==> src/rtl/mem_ctrl_pkg.sv <==
// Shared encodings for the byte-serial RAM controller: transfer sizes, FSM states,
// transaction kinds and the size-to-byte-count helper.
package mem_ctrl_pkg;

    localparam logic [1:0] SizeByte = 2'b00;
    localparam logic [1:0] SizeHalf = 2'b01;
    localparam logic [1:0] SizeWord = 2'b10;

    typedef enum logic [1:0] {
        IDLE = 2'b00,
        BUSY = 2'b01,
        DONE = 2'b10
    } state_t;

    typedef enum logic {
        KindFetch = 1'b0,
        KindMem   = 1'b1
    } kind_t;

    // Encoding 2'b11 is treated as a full word.
    function automatic logic [2:0] size_bytes(input logic [1:0] size);
        case (size)
            SizeByte: size_bytes = 3'd1;
            SizeHalf: size_bytes = 3'd2;
            default:  size_bytes = 3'd4;
        endcase
    endfunction

endpackage

==> src/rtl/mem_ctrl.sv <==
// Arbitrates instruction fetches and data loads/stores onto one 8-bit synchronous
// RAM port, moving one byte per cycle and assembling little-endian words.
module mem_ctrl
    import mem_ctrl_pkg::*;
#(
    parameter int XLEN   = 32,
    parameter int RAM_AW = 17
) (
    input  logic              clk,
    input  logic              rst,
    input  logic              if_req,
    input  logic [XLEN-1:0]   if_addr,
    input  logic              if_cancel,
    output logic [XLEN-1:0]   inst_o,
    output logic              inst_ok,
    input  logic              mem_req,
    input  logic              mem_we,
    input  logic [1:0]        mem_size,
    input  logic [XLEN-1:0]   mem_addr,
    input  logic [XLEN-1:0]   mem_wdata,
    output logic [XLEN-1:0]   mem_rdata,
    output logic              mem_ok,
    input  logic [7:0]        ram_din,
    output logic [7:0]        ram_dout,
    output logic [RAM_AW-1:0] ram_addr,
    output logic              ram_wr
);

    state_t          state, state_next;
    kind_t           kind;
    logic [XLEN-1:0] base;
    logic [XLEN-1:0] wdata;
    logic            we;
    logic [2:0]      n_bytes;
    logic [2:0]      cnt;
    logic [XLEN-1:0] lanes, lanes_next;
    logic            accept_mem, accept_fetch, fetch_abort, busy_last;

    // A redirected PC (address no longer matching the latched one) kills a fetch like a cancel.
    always_comb begin
        accept_mem   = (state == IDLE) && mem_req;
        accept_fetch = (state == IDLE) && !mem_req && if_req && !if_cancel;
        fetch_abort  = (state == BUSY) && (kind == KindFetch) && (if_cancel || (if_addr != base));
        busy_last    = (state == BUSY) && (we ? (cnt == n_bytes - 3'd1) : (cnt == n_bytes));

        state_next = state;
        case (state)
            IDLE: if (accept_mem || accept_fetch) state_next = BUSY;
            BUSY: begin
                if (fetch_abort)    state_next = IDLE;
                else if (busy_last) state_next = DONE;
            end
            DONE:    state_next = IDLE;
            default: state_next = IDLE;
        endcase
    end

    // Reads lag the address by one cycle, so byte cnt-1 arrives while cnt is being driven.
    always_comb begin
        ram_addr   = '0;
        ram_dout   = '0;
        ram_wr     = 1'b0;
        lanes_next = lanes;
        if ((state == BUSY) && (cnt < n_bytes)) begin
            ram_addr = base[RAM_AW-1:0] + RAM_AW'(cnt);
            ram_wr   = we;
            if (we) ram_dout = wdata[{cnt[1:0], 3'b000} +: 8];
        end
        if ((state == BUSY) && !we) begin
            case (cnt)
                3'd1:    lanes_next[7:0]   = ram_din;
                3'd2:    lanes_next[15:8]  = ram_din;
                3'd3:    lanes_next[23:16] = ram_din;
                3'd4:    lanes_next[31:24] = ram_din;
                default: lanes_next = lanes;
            endcase
        end
    end

    always_ff @(posedge clk) begin
        if (rst) begin
            state     <= IDLE;
            kind      <= KindFetch;
            base      <= '0;
            wdata     <= '0;
            we        <= 1'b0;
            n_bytes   <= 3'd0;
            cnt       <= 3'd0;
            lanes     <= '0;
            inst_o    <= '0;
            mem_rdata <= '0;
        end else begin
            state <= state_next;
            case (state)
                IDLE: begin
                    if (accept_mem) begin
                        kind    <= KindMem;
                        base    <= mem_addr;
                        we      <= mem_we;
                        n_bytes <= size_bytes(mem_size);
                        wdata   <= mem_wdata;
                        cnt     <= 3'd0;
                        lanes   <= '0;
                    end else if (accept_fetch) begin
                        kind    <= KindFetch;
                        base    <= if_addr;
                        we      <= 1'b0;
                        n_bytes <= 3'd4;
                        wdata   <= '0;
                        cnt     <= 3'd0;
                        lanes   <= '0;
                    end
                end
                BUSY: begin
                    cnt   <= cnt + 3'd1;
                    lanes <= lanes_next;
                    if (busy_last && !we && !fetch_abort) begin
                        if (kind == KindFetch) inst_o    <= lanes_next;
                        else                   mem_rdata <= lanes_next;
                    end
                end
                default: ;
            endcase
        end
    end

    assign inst_ok = (state == DONE) && (kind == KindFetch);
    assign mem_ok  = (state == DONE) && (kind == KindMem);

endmodule

==> config.mk <==
export PLATFORM = sky130hd
export DESIGN_NAME = mem_ctrl
export DESIGN_NICKNAME = d
export VERILOG_FILES = /design/src/rtl/mem_ctrl_pkg.sv /design/src/rtl/mem_ctrl.sv
export SDC_FILE = /design/constraint.sdc
export NUM_CORES = 1
export LEC_CHECK = 0
export BUFFER_PORTS_ARGS = -buffer_cell sky130_fd_sc_hd__buf_2
export CELL_PAD_IN_SITES_DETAIL_PLACEMENT = 1
export CELL_PAD_IN_SITES_GLOBAL_PLACEMENT = 1
export CORE_ASPECT_RATIO = 1.75
export CORE_MARGIN = 4
export CORE_UTILIZATION = 36
export DETAILED_ROUTE_END_ITERATION = 16
export GPL_TIMING_DRIVEN = 0
export PLACE_DENSITY = 0.79
export SYNTH_ARGS = -nofsm -noshare
export SYNTH_HDL_FRONTEND = slang
export SYNTH_SLANG_ARGS = --single-unit
==> constraint.sdc <==
create_clock -name clk -period 2.5 [get_ports clk]
set_input_delay 0 -clock clk [delete_from_list [all_inputs] [get_ports clk]]
set_output_delay 0 -clock clk [all_outputs]
set_load 0.05 [all_outputs]
Word level (Yosys, flattened, before mapping)
Cells that the tools add are included.
Widths: inputs -> output; s select.
- logic and storage cells: 86
- bits in registers: 170
- input bits: 112
- output and inout port bits: 92
- bitwise operators: 1
- add/subtract/negate cells: 3
- shifts and indexed selects: 1
- reduce and logical (&&, ||, !) cells: 28
- magnitude comparators: 1
- equal/unequal tests: 13
- mux-type cells: 29
- operators with widths (operator ; count):
    $mux 32 ; 6
    $pmux 32 s2 ; 1
    $mux 8 ; 6
    $ne 32x32->1 ; 1
    $shiftx 32x6->8 ; 1
    $add 17x3->17 ; 1
    $mux 17 ; 1
    $logic_and 1x1->1 ; 13
    $mux 3 ; 4
    $pmux 3 s2 ; 2
    $eq 3x2->1 const B ; 2
    $eq 3x3->1 ; 2
    $mux 2 ; 3
    $ne 3x3->1 const B ; 2
    $reduce_and 2->1 ; 3
    $reduce_and 3->1 ; 2
    $mux 1 ; 5
    $eq 2x1->1 const B ; 2
    $logic_not 1->1 ; 4
    $logic_not 2->1 ; 2
    $pmux 2 s2 ; 1
    $reduce_bool 2->1 ; 2
    $add 3x1->3 const B ; 1
    $eq 3x1->1 const B ; 1
    other kinds (7) ; 8

Longest topological paths before layout
Gate-level depths: netlist of the first run.
- depth after elaboration: 7
- gate-level depth with buffers: 9
- depth with buffers taken out: 7

Worst setup path before layout of the first run
OpenSTA, ideal clock, no wires.
- kind: register to register
- start point: register cnt[0]
- end point: register inst_o[0]
- setup time: 0.121 ns
- cell stages (with the launch flop): 9
- clock period less this slack: 2.506 ns
- arrival time: 2.384 ns
- required time: 2.379 ns
- setup slack: -0.006 ns
- buffers on the path: 2
- cell sequence: dfxtp_1 clkbuf_1 inv_1 ha_1 nand3_1 nor4_2 nand4_4 buf_6 mux2_4
- cells in the longest elaborated chain, start to end: 6
- elaborated cells between the ends (all ways): 10
- those cells by class: eq/ne (3); mux (3); reduce/logical (4)
- ends and longest elaborated chain (what ; RTL line ; RTL):
    from (decl) ; mem_ctrl.sv:35 ; logic [2:0] cnt;
    from (signal assigned) ; mem_ctrl.sv:115 ; cnt <= cnt + 3'd1;
    $eq 3x3->1 ; mem_ctrl.sv:44 ; busy_last = (state == BUSY) && (we ? (cnt == n_bytes - 3'd1) : (cnt == n_bytes));
    $mux 1 ; mem_ctrl.sv:44 ;
    $logic_and 1x1->1 ; mem_ctrl.sv:44 ;
    $logic_and 1x1->1 (2 in a row) ; mem_ctrl.sv:117 ; if (busy_last && !we && !fetch_abort) begin
    $reduce_and 3->1 (no line) ; -- ;
    to (signal assigned) ; mem_ctrl.sv:118 ; if (kind == KindFetch) inst_o <= lanes_next;
    to (decl) ; mem_ctrl.sv:14 ; output logic [XLEN-1:0] inst_o,
Parallel ways exist; a longest one is shown, timed or not.
A chain may end at the register's enable or synchronous reset.

Worst setup path in the final report of the first run
- start point: register cnt[0]
- end point: output ram_addr[14]
- cells in the longest elaborated chain, start to end: 3
- elaborated cells between the ends (all ways): 4
- those cells by class: add/sub (1); order compare (1); mux (1); reduce/logical (1)
- ends and longest elaborated chain (what ; RTL line ; RTL):
    branches (longest 2 deep; another with $add 17x3->17) ; -- ;
    $mux 17 (*) ; mem_ctrl.sv:64 ; if ((state == BUSY) && (cnt < n_bytes)) begin
    to (decl) ; mem_ctrl.sv:25 ; output logic [RAM_AW-1:0] ram_addr,
Every way passes the cells marked *.

==> results of run 1 <==
-- final timing paths --
path | end | slack, ns
hold reg to reg | base[31] | 0.48
setup reg to reg | inst_o[17] | 0.12
setup / recovery | ram_addr[14] | -0.01
hold / removal | lanes[0] | 0.01
-- synth_stat cells (2+ instances only) --
master	n	area, um2
a211oi_1	31	233
a21o_1	2	15.0
a21oi_1	11	55.1
a22oi_1	67	503
a311oi_1	30	263
and3_1	3	18.8
and4_1	4	35.0
buf_1	2	7.51
buf_2	17	85.1
buf_4	2	15.0
buf_6	8	90.1
clkbuf_1	49	184
dfxtp_1	170	3400
ha_1	12	150
inv_1	12	45.0
mux2_2	2	22.5
mux2_4	30	450
mux2i_1	32	320
mux4_2	8	180
nand2_1	70	263
nand3_1	8	40.0
nand4_1	7	43.8
nor2_1	186	698
nor2_2	3	18.8
nor2b_1	41	257
nor3_1	8	40.0
nor3b_1	3	22.5
nor4_1	6	37.5
nor4b_1	2	17.5
o21ai_0	3	15.0
or3_1	2	12.5
xnor2_1	31	272
xor2_1	17	149
-- flip-flops by register name (all words and copies together), names as in the netlist --
| name | cells |
|---|---|
| cnt | 3 |
| n_bytes | 3 |
| kind | 1 |
| state | 2 |
| mem_rdata | 32 |
| lanes | 32 |
| inst_o | 32 |
| base | 32 |
| wdata | 32 |
| we | 1 |
-- kinds of logic after synthesis --
| group | synth area share |
|---|---|
| compound gates | 0.138 |
| xor+xnor | 0.0515 |
| fa+ha+maj | 0.0208 |
| buf+inv | 0.0522 |
| flops | 0.417 |
| mux | 0.119 |
| simple gates | 0.202 |
-- layer usage --
layer  vias up  global-route usage
li1       3765                   -
met1      3953               0.243
met2       269               0.493
met3       101              0.0480
met4         0               0.133
met5         -                   0
-- report_power, final --
part | total, uW | switching [uW] | internal (uW)
registers | 2940 | 115 | 2830
clock network | 2690 | 1180 | 1510
logic | 1170 | 711 | 464
total | 6800 | 2010 | 4800
-- critical path: stages (launching register included) --
cell,delay [ns]
dfxtp_4,0.39
ha_4,0.15
fa_2,0.20
a21o_1,0.16
or3b_4,0.46
or3_4,0.36
a21oi_4,0.17
buf_6,0.18
-- final cells by class --
| type | count | area (um2) |
|---|---|---|
| fillers | 2585 | 10900 |
| multi-input cells | 637 | 4470 |
| flip-flops and latches | 170 | 3410 |
| repair buffers | 305 | 2110 |
| clock buffers | 19 | 443 |
| plain buffers | 77 | 394 |
| well taps | 296 | 370 |
| clock inverters | 13 | 146 |
| inverters | 12 | 45.0 |
| diodes | 1 | 2.50 |
-- per-stage QoR --
| step | area, um2 | hold WS [ns] | cells |
|---|---|---|---|
| final | 11400 | 0.0112 | 1530 |
| after global routing | 11400 | 0.0156 | 1530 |
| after detailed placement | 9510 | 0.259 | 1387 |
| after CTS | 11200 | 0.0135 | 1525 |
| after floorplan | 8170 | 0.159 | 897 |
| after global placement | 9510 | 0.249 | 1387 |
-- timing repair --
item,in CTS,in global routing
pin swaps,4,7
gates resized for setup,21,47
setup endpoints to repair,90,126
hold buffers,101,0
gates cloned,0,0
hold endpoints to repair,76,0
setup buffers,6,4
==> results.py, run 1 <==
metrics = {
    "drt": {
        "maxUsedRoutingLayer": "met4",
        "dr_total_vias": 8088,
        "routed-wl-met3_um": 1170,
        "met2_length_um": 18400,
        "post_drt_wl_per_cell_um": 21.1,
        "drcViolationCount": 0,
        "post_drt_via_cell_ratio": 5.29,
        "m1WireLength_um": 11200,
        "detail-route-antenna-nets": 0,
        "route.final.wire_length_um": 32300,
        "detail_route.iter0.violations": 337,
        "drtPass1Iterations": 4,
    },
    "min_path": {
        "hold_class": "in2reg",
        "holdCritStartpoint": "ram_din[0]",
        "whs_path_depth": 3,
    },
    "finish": {
        "post-route-util": 0.512,
        "fraction_of_final_layout_cells_sized_beyond_drive_strength_1": 0.278,
        "area_growth_pct": 39.6,
        "most-common-layout-cells": "buf_2, nor2_1, dfxtp_1",
        "layout.cells.most_common": "buf_2",
        "nNetsFinal": 1345,
    },
    "synthesis": {
        "synth_seq_area_share": 0.417,
        "postSynthRegisterBits": 170,
        "mappedNetlistArea_mm2": 0.00817,
        "synth_nets": 1022,
        "synth_ff_type": "dfxtp_1",
        "ys_types": 51,
        "synth-edff-count": 0,
        "asyncSetResetFlopFracSynth": 0,
        "post_synth.cell_area_avg_um2": 9.11,
        "synth-warning-count": 0,
        "syn-instance-count": 897,
    },
    "timing": {
        "tns_ns": -0.0116,
        "final_critical_path_share_of_the_clock_period": 1.00,
        "timing.final.max_slew_violations": 0,
        "fin_worst_skew_ns": 0.0109,
        "timing.final.setup_violations": 2,
        "slew_headroom": 0.432,
        "report.final.hold_viol_count": 0,
        "slew_worst_pin_ns": 0.851,
        "grt_setup_unrepaired": "yes",
        "period_needed_ns": 2.51,
        "layout_setup_ws_ns": -0.0102,
        "fmax_mhz": 398,
    },
    "floorplan": {
        "ios": 204,
        "die_h_um": 207,
        "die-area_mm2": 0.0253,
        "initial_core_util": 0.367,
        "core-area_mm2": 0.0223,
        "standard_cell_row_count": 72,
        "die_w_um": 122,
    },
    "cts": {
        "cts_root_buffer": "clkbuf_16",
        "clock_tree.htree_level_count": 4,
        "clock_tree_from_tritoncts": "done",
        "clock_path_buffers": 2,
        "clock_sink_count": 170,
        "clock_latency_reported_for_the_late_side_of_the_worst_skew_pair_ns": 0.44,
        "clk_transition_reported_paths_ns": 0.07,
        "cts_buffer_count": 17,
    },
    "worst_setup_path": {
        "worstPathArrival_ns": 2.51,
        "r2r_cells": 7,
        "worstSetupStartpointType": "flip-flop",
        "critical_path.endpoint_type": "output port",
        "critPathMaxFanout": 7,
        "timing_worst_setup_path_type": "reg2out",
        "required_time_of_the_critical_path_ns": 2.50,
        "r2r_start": "base[4]",
        "worstSetupStartpoint": "cnt[0]",
    },
    "job": {
        "timing.max_cap.violations": 0,
    },
    "place": {
        "numPortBuffers": 194,
        "gp_congestion": 0.934,
        "detailedPlace.worstSlack_ns": -0.530,
        "place_hpwl_um": 21700,
    },
    "pwr": {
        "fin_total_pwr_uw": 6800,
        "cellPowerDensity_mw_per_mm2": 597,
        "static-leakage-power_uw": 0.00468,
        "peak_supply_drop_mv": 0.327,
    },
    "status": {
        "run_status": "complete, but fails checks",
        "violations": "setup timing",
    },
    "grt": {
        "antenna_violations_before_repair": 1,
        "via_count_of_the_first_global_routing_pass": 9042,
        "grt_use_total": 0.254,
        "global_route_wire_length_before_repair_um": 50000,
        "globalRoute.totalOverflow": 0,
        "grt_max_degree": 17,
    },
}
Note: power is estimated with default switching activity, not from simulation.
==> inputs of run 2 (changes only) <==
--- a/config.mk
+++ b/config.mk
@@ -9,7 +9,7 @@
 export CELL_PAD_IN_SITES_DETAIL_PLACEMENT = 1
 export CELL_PAD_IN_SITES_GLOBAL_PLACEMENT = 1
 export CORE_ASPECT_RATIO = 1.75
-export CORE_MARGIN = 4
+export CORE_MARGIN = 2
 export CORE_UTILIZATION = 36
 export DETAILED_ROUTE_END_ITERATION = 16
 export GPL_TIMING_DRIVEN = 0
==> run 2 against run 1 <==
Compared with the run above:
- the run now ends clean
- utilization is 0.056 points higher
- non-clock buffer count is 5 higher
- first-iteration DRC count is 9.8% lower
- highest routed layer unchanged
==> results.py, run 2 (same netlist as run 1, synthesis figures left out) <==
metrics = {
    "status": {
        "run_status": "finished clean",
    },
    "worst_setup_path": {
        "critPathSlowestCell": "or3b_4",
        "critical_path.n_buffers_inverters": 1,
        "critical_path.endpoint_type": "output port",
        "timing_worst_setup_path_type": "reg2out",
        "worstPathArrival_ns": 2.48,
        "worstSetupStartpointType": "flip-flop",
        "required_time_of_the_critical_path_ns": 2.50,
        "critPathMaxFanout": 6,
        "timing.critical_path.cells": "ha_4 > fa_2 > a21o_1 > or3b_4 > or3_1 > a21oi_1 > buf_4",
        "slowest_delay_ns": 0.44,
        "critPathTopFamily": "simple AND/OR/NAND/NOR gates",
    },
    "drt": {
        "post_drt_via_cell_ratio": 5.29,
        "detail-route-antenna-nets": 0,
        "dr_total_vias": 8132,
        "drtPass1Iterations": 4,
        "route.final.wire_length_um": 32000,
        "detail_route.iter0.violations": 304,
        "post_drt_wl_per_cell_um": 20.9,
        "drcViolationCount": 0,
    },
    "place": {
        "cell_area_after_placement_mm2": 0.00951,
        "gp_congestion": 0.892,
        "numPortBuffers": 194,
        "place_hpwl_um": 21700,
    },
    "cts": {
        "clock_sink_count": 170,
        "clock_tree_from_tritoncts": "done",
        "cts_buffer_count": 17,
        "clk_transition_reported_paths_ns": 0.07,
        "clock_path_buffers": 2,
        "clock_tree.htree_level_count": 4,
        "cts_root_buffer": "clkbuf_16",
        "clock_latency_reported_for_the_late_side_of_the_worst_skew_pair_ns": 0.45,
    },
    "grt": {
        "via_count_of_the_first_global_routing_pass": 9009,
        "grt_max_degree": 17,
        "global_route_wire_length_before_repair_um": 49000,
        "grt_use_total": 0.263,
        "antenna_violations_before_repair": 2,
        "globalRoute.totalOverflow": 0,
    },
    "pwr": {
        "cellPowerDensity_mw_per_mm2": 588,
        "static-leakage-power_uw": 0.00468,
        "fin_total_pwr_uw": 6680,
        "peak_supply_drop_mv": 0.397,
    },
    "timing": {
        "grt_setup_unrepaired": "yes",
        "fin_worst_skew_ns": 0.0121,
        "timing.final.setup_violations": 0,
        "whs_ns": 0.00538,
        "fmax_mhz": 403,
        "slew_worst_pin_ns": 0.879,
        "tns_ns": 0,
        "report.final.hold_viol_count": 0,
        "timing.final.max_slew_violations": 0,
        "period_needed_ns": 2.48,
        "slew_headroom": 0.414,
        "final_critical_path_share_of_the_clock_period": 0.991,
    },
    "job": {
        "timing.max_cap.violations": 0,
    },
    "finish": {
        "layout.filler_cells": 2639,
        "most-common-layout-cells": "buf_2, nor2_1, dfxtp_1",
        "final-seq-area_mm2": 0.00341,
        "post-route-util": 0.513,
        "area_growth_pct": 39.2,
        "multiInputGateArea_mm2": 0.00444,
        "fraction_of_final_layout_cells_sized_beyond_drive_strength_1": 0.275,
        "nNetsFinal": 1350,
        "layout.cells.most_common": "buf_2",
        "design_area_mm2": 0.0114,
    },
    "floorplan": {
        "die_w_um": 118,
        "core-area_mm2": 0.0222,
        "standard_cell_row_count": 72,
        "die-area_mm2": 0.0240,
        "initial_core_util": 0.369,
        "die_h_um": 203,
        "ios": 204,
    },
    "min_path": {
        "hold_class": "in2reg",
    },
}
## run 2: cell types whose count changed in the layout (fill, tap and decap cells not counted), moves of 2 or more
cell / before / now
clkbuf_4: 9 / 4
inv_6: 0 / 5
buf_2: 196 / 200
buf_4: 15 / 19
dlygate4sd3_1: 101 / 104
a21oi_4: 2 / 0
buf_6: 12 / 10
bufinv_16: 2 / 0
clkinv_4: 4 / 2
## run 2: power by group
part	switching, uW	internal [uW]	leakage, uW
Clock	1240	1320	0.000259
Combinational	706	468	0.00304
Sequential	114	2830	0.00139
Total	2060	4620	0.00468
## run 2: stage by stage
stage	setup WS [ns]	std cells
3_5_place_dp	-0.440	1387
3_3_place_gp	-0.407	1387
6_report	0.0214	1536
5_1_grt	-0.0508	1536
2_1_floorplan	0.0453	897
4_1_cts	0.00641	1529
## run 2: worst paths after layout
check                                     to  cells past startpoint        from  slack (ns)
worst max register to register      base[23]                      4    state[0]        0.09
worst max-delay path            ram_addr[10]                      7     base[0]        0.02
worst min register to register      base[31]                      2    base[31]        0.49
worst min-delay path               lanes[28]                      3  ram_din[4]       0.005
## run 2: area by class of cell
type / instances / area share
repair buffers: 310 / 0.189
clock inverters: 13 / 0.00947
clock buffers: 19 / 0.0390
plain buffers: 77 / 0.0349
multi-input cells: 637 / 0.390
diodes: 2 / 0.000440
inverters: 12 / 0.00396
flip-flops and latches: 170 / 0.300
well taps: 296 / 0.0326
## run 2: layer usage
metal | routed length (um) | part of all wire | vias to the layer above | track usage
met5 | 0 | 0 | - | 0
met4 | 1730 | 0.054 | 0 | 0.154
met3 | 1060 | 0.033 | 95 | 0.0509
li1 | - | - | 3782 | -
met1 | 11000 | 0.34 | 4016 | 0.237
met2 | 18300 | 0.57 | 239 | 0.532
## run 2: worst register-to-register path: cells and delay by family, from the launching register on
| family | cells | cell delay [ns] |
|---|---|---|
| AND/OR/NAND/NOR | 2 | 0.92 |
| buffers and inverters | 1 | 0.43 |
| AO/OA/AOI/OAI | 1 | 0.53 |
| flip-flops | 1 | 0.39 |
## run 2: timing repair
item,CTS,global route
pin swaps,3,3
gates resized for setup,28,21
setup buffers,7,5
hold endpoints to repair,81,0
hold buffers,104,0
setup endpoints to repair,95,118
==> inputs of run 3 (changes only) <==
==> constraint.sdc (replaced) <==
create_clock -name clk -period 2.5 [get_ports clk]
set_input_delay 0.75 -clock clk [delete_from_list [all_inputs] [get_ports clk]]
set_output_delay 0.75 -clock clk [all_outputs]
set_load 0.05 [all_outputs]
==> run 3 against run 2 <==
Compared with the run above:
- the flow now finishes with violations (setup timing)
- via count shrank 4.7%
- setup slack lost 0.78 ns
- register-to-register slack is essentially flat
- wire length down 5.0%
- total power grew 5.0%
- critical path depth increased by 1
- flip-flop and latch count unchanged
- clock power grew 14%
- first-iteration DRC count is 8.6% higher
- clock skew shrank 0.0019 ns
- sequential power barely moved
- largest cell class unchanged
==> results.py, run 3 (same netlist as run 1, synthesis figures left out) <==
metrics = {
    "min_path": {
        "hold_class": "reg2reg",
        "whs_path_depth": 2,
        "holdCritStartpoint": "base[31]",
    },
    "timing": {
        "fin_worst_skew_ns": 0.0102,
        "final_critical_path_share_of_the_clock_period": 1.30,
        "slew_worst_pin_ns": 0.734,
        "fmax_mhz": 307,
        "slew_headroom": 0.508,
        "timing.final.setup_violations": 26,
        "whs_ns": 0.487,
        "period_needed_ns": 3.26,
        "layout_setup_ws_ns": -0.758,
        "grt_setup_unrepaired": "yes",
        "timing.final.max_slew_violations": 0,
        "report.final.hold_viol_count": 0,
    },
    "job": {
        "timing.max_cap.violations": 0,
    },
    "grt": {
        "via_count_of_the_first_global_routing_pass": 8376,
        "global_route_wire_length_before_repair_um": 45600,
        "grt_use_total": 0.246,
        "grt_max_degree": 17,
        "met1_track_demand_over_resource_in_global_routing": 0.222,
        "globalRouteMet2Util": 0.491,
        "antenna_violations_before_repair": 5,
        "use_met3": 0.0503,
        "top_usage_layer": "met2",
        "globalRoute.totalOverflow": 0,
    },
    "status": {
        "run_status": "complete, but fails checks",
        "violations": "setup timing",
    },
    "finish": {
        "nNetsFinal": 1265,
        "instances_no_fill": 1453,
        "fraction_of_final_layout_cells_sized_beyond_drive_strength_1": 0.352,
        "most-common-layout-cells": "buf_2, nor2_1, dfxtp_1",
        "area_growth_pct": 37.6,
        "layout.cells.most_common": "buf_2",
        "post-route-util": 0.507,
        "layout.filler_cells": 2583,
    },
    "cts": {
        "cts_buffer_count": 17,
        "clock_tree_from_tritoncts": "done",
        "clk_transition_reported_paths_ns": 0.07,
        "clock_path_buffers": 2,
        "cts_root_buffer": "clkbuf_16",
        "clock_tree.htree_level_count": 4,
        "cts_hold_repair.buffers": 0,
        "clock_sink_count": 170,
        "clock_latency_reported_for_the_late_side_of_the_worst_skew_pair_ns": 0.45,
    },
    "floorplan": {
        "ios": 204,
        "die_h_um": 203,
        "standard_cell_row_count": 72,
        "die-area_mm2": 0.0240,
        "core-area_mm2": 0.0222,
        "die_w_um": 118,
        "initial_core_util": 0.369,
    },
    "worst_setup_path": {
        "r2r_start": "base[4]",
        "regToRegSetupSlack_ns": 0.08,
        "r2r_cells": 7,
        "worstSetupStartpointType": "flip-flop",
        "worstPathArrival_ns": 2.51,
        "timing_worst_setup_path_type": "reg2out",
        "critical_path.endpoint_type": "output port",
        "worstSetupStartpoint": "cnt[0]",
        "cp-endpoint": "ram_addr[14]",
        "r2r-end": "inst_o[16]",
        "required_time_of_the_critical_path_ns": 1.75,
        "critPathMaxFanout": 7,
    },
    "pwr": {
        "fin_total_pwr_uw": 7010,
        "peak_supply_drop_mv": 0.424,
        "static-leakage-power_uw": 0.00450,
        "cellPowerDensity_mw_per_mm2": 624,
    },
    "drt": {
        "detail_route.iter0.violations": 330,
        "detail-route-antenna-nets": 0,
        "post_drt_wl_per_cell_um": 20.9,
        "post_drt_via_cell_ratio": 5.33,
        "drcViolationCount": 0,
        "dr_total_vias": 7748,
        "route.final.wire_length_um": 30400,
        "drtPass1Iterations": 4,
    },
    "place": {
        "place_hpwl_um": 21800,
        "placed_cells": 1387,
        "numPortBuffers": 194,
        "gp_congestion": 0.873,
    },
}
[run 3: changes by cell type in the layout (fill, tap and decap cells not counted), moves of 9 or more]
cell | before | now
buf_2 | 200 | 185
dlygate4sd3_1 | 104 | 0
nor2_4 | 0 | 14
nor2b_4 | 0 | 9
buf_8 | 0 | 14
nor2_1 | 185 | 172
buf_6 | 10 | 30
[run 3: critical path, stage by stage (launching register included)]
cell	delay [ns]
dfxtp_4	0.37
ha_4	0.14
fa_2	0.19
a21o_1	0.18
or3b_4	0.40
buf_8	0.14
or3_4	0.33
a21oi_4	0.13
buf_6	0.17
[run 3: worst min path at each step]
stage | end | slack (ns)
2_1_floorplan | base[31] | 0.44
3_3_place_gp | base[31] | 0.46
3_5_place_dp | base[31] | 0.46
4_1_cts | base[31] | 0.47
5_1_grt | base[31] | 0.51
6_report | base[31] | 0.49
[run 3: timing repair]
action / 4_1_cts / 5_1_grt
resized for setup: 98 / 40
buffers inserted: 24 / 5
hold endpoints to repair: 0 / 0
pin swaps: 18 / 9
endpoints found under the setup margin: 88 / 98
gates cloned: 2 / 0
[run 3: layer usage]
layer,up-vias,wire [um]
met1,3815,10100
met5,-,11
li1,3611,-
met2,241,17600
met4,2,1450
met3,79,1210
[run 3: power by group]
part	switching, uW	internal (uW)
registers	109	2830
clock network	1220	1700
logic	723	432
total	2060	4960
[run 3: final cells by class]
type | instances | area [um2] | share of cell area
multi-input cells | 637 | 4800 | 0.427
plain buffers | 78 | 443 | 0.0394
diodes | 4 | 10.0 | 0.000891
flip-flops and latches | 170 | 3420 | 0.305
clock buffers | 18 | 429 | 0.0382
clock inverters | 14 | 206 | 0.0184
inverters | 12 | 56.3 | 0.00501
repair buffers | 224 | 1500 | 0.134
well taps | 296 | 370 | 0.0330
[run 3: through the flow]
stage	cell area (um2)	worst slack, ns	setup TNS (ns)
2_1_floorplan	8430	-0.249	-0.848
3_3_place_gp	9770	-0.424	-34.93
3_5_place_dp	9770	-0.434	-39.77
4_1_cts	11000	-0.743	-12.56
5_1_grt	11200	-0.845	-15.11
6_report	11200	-0.758	-13.13
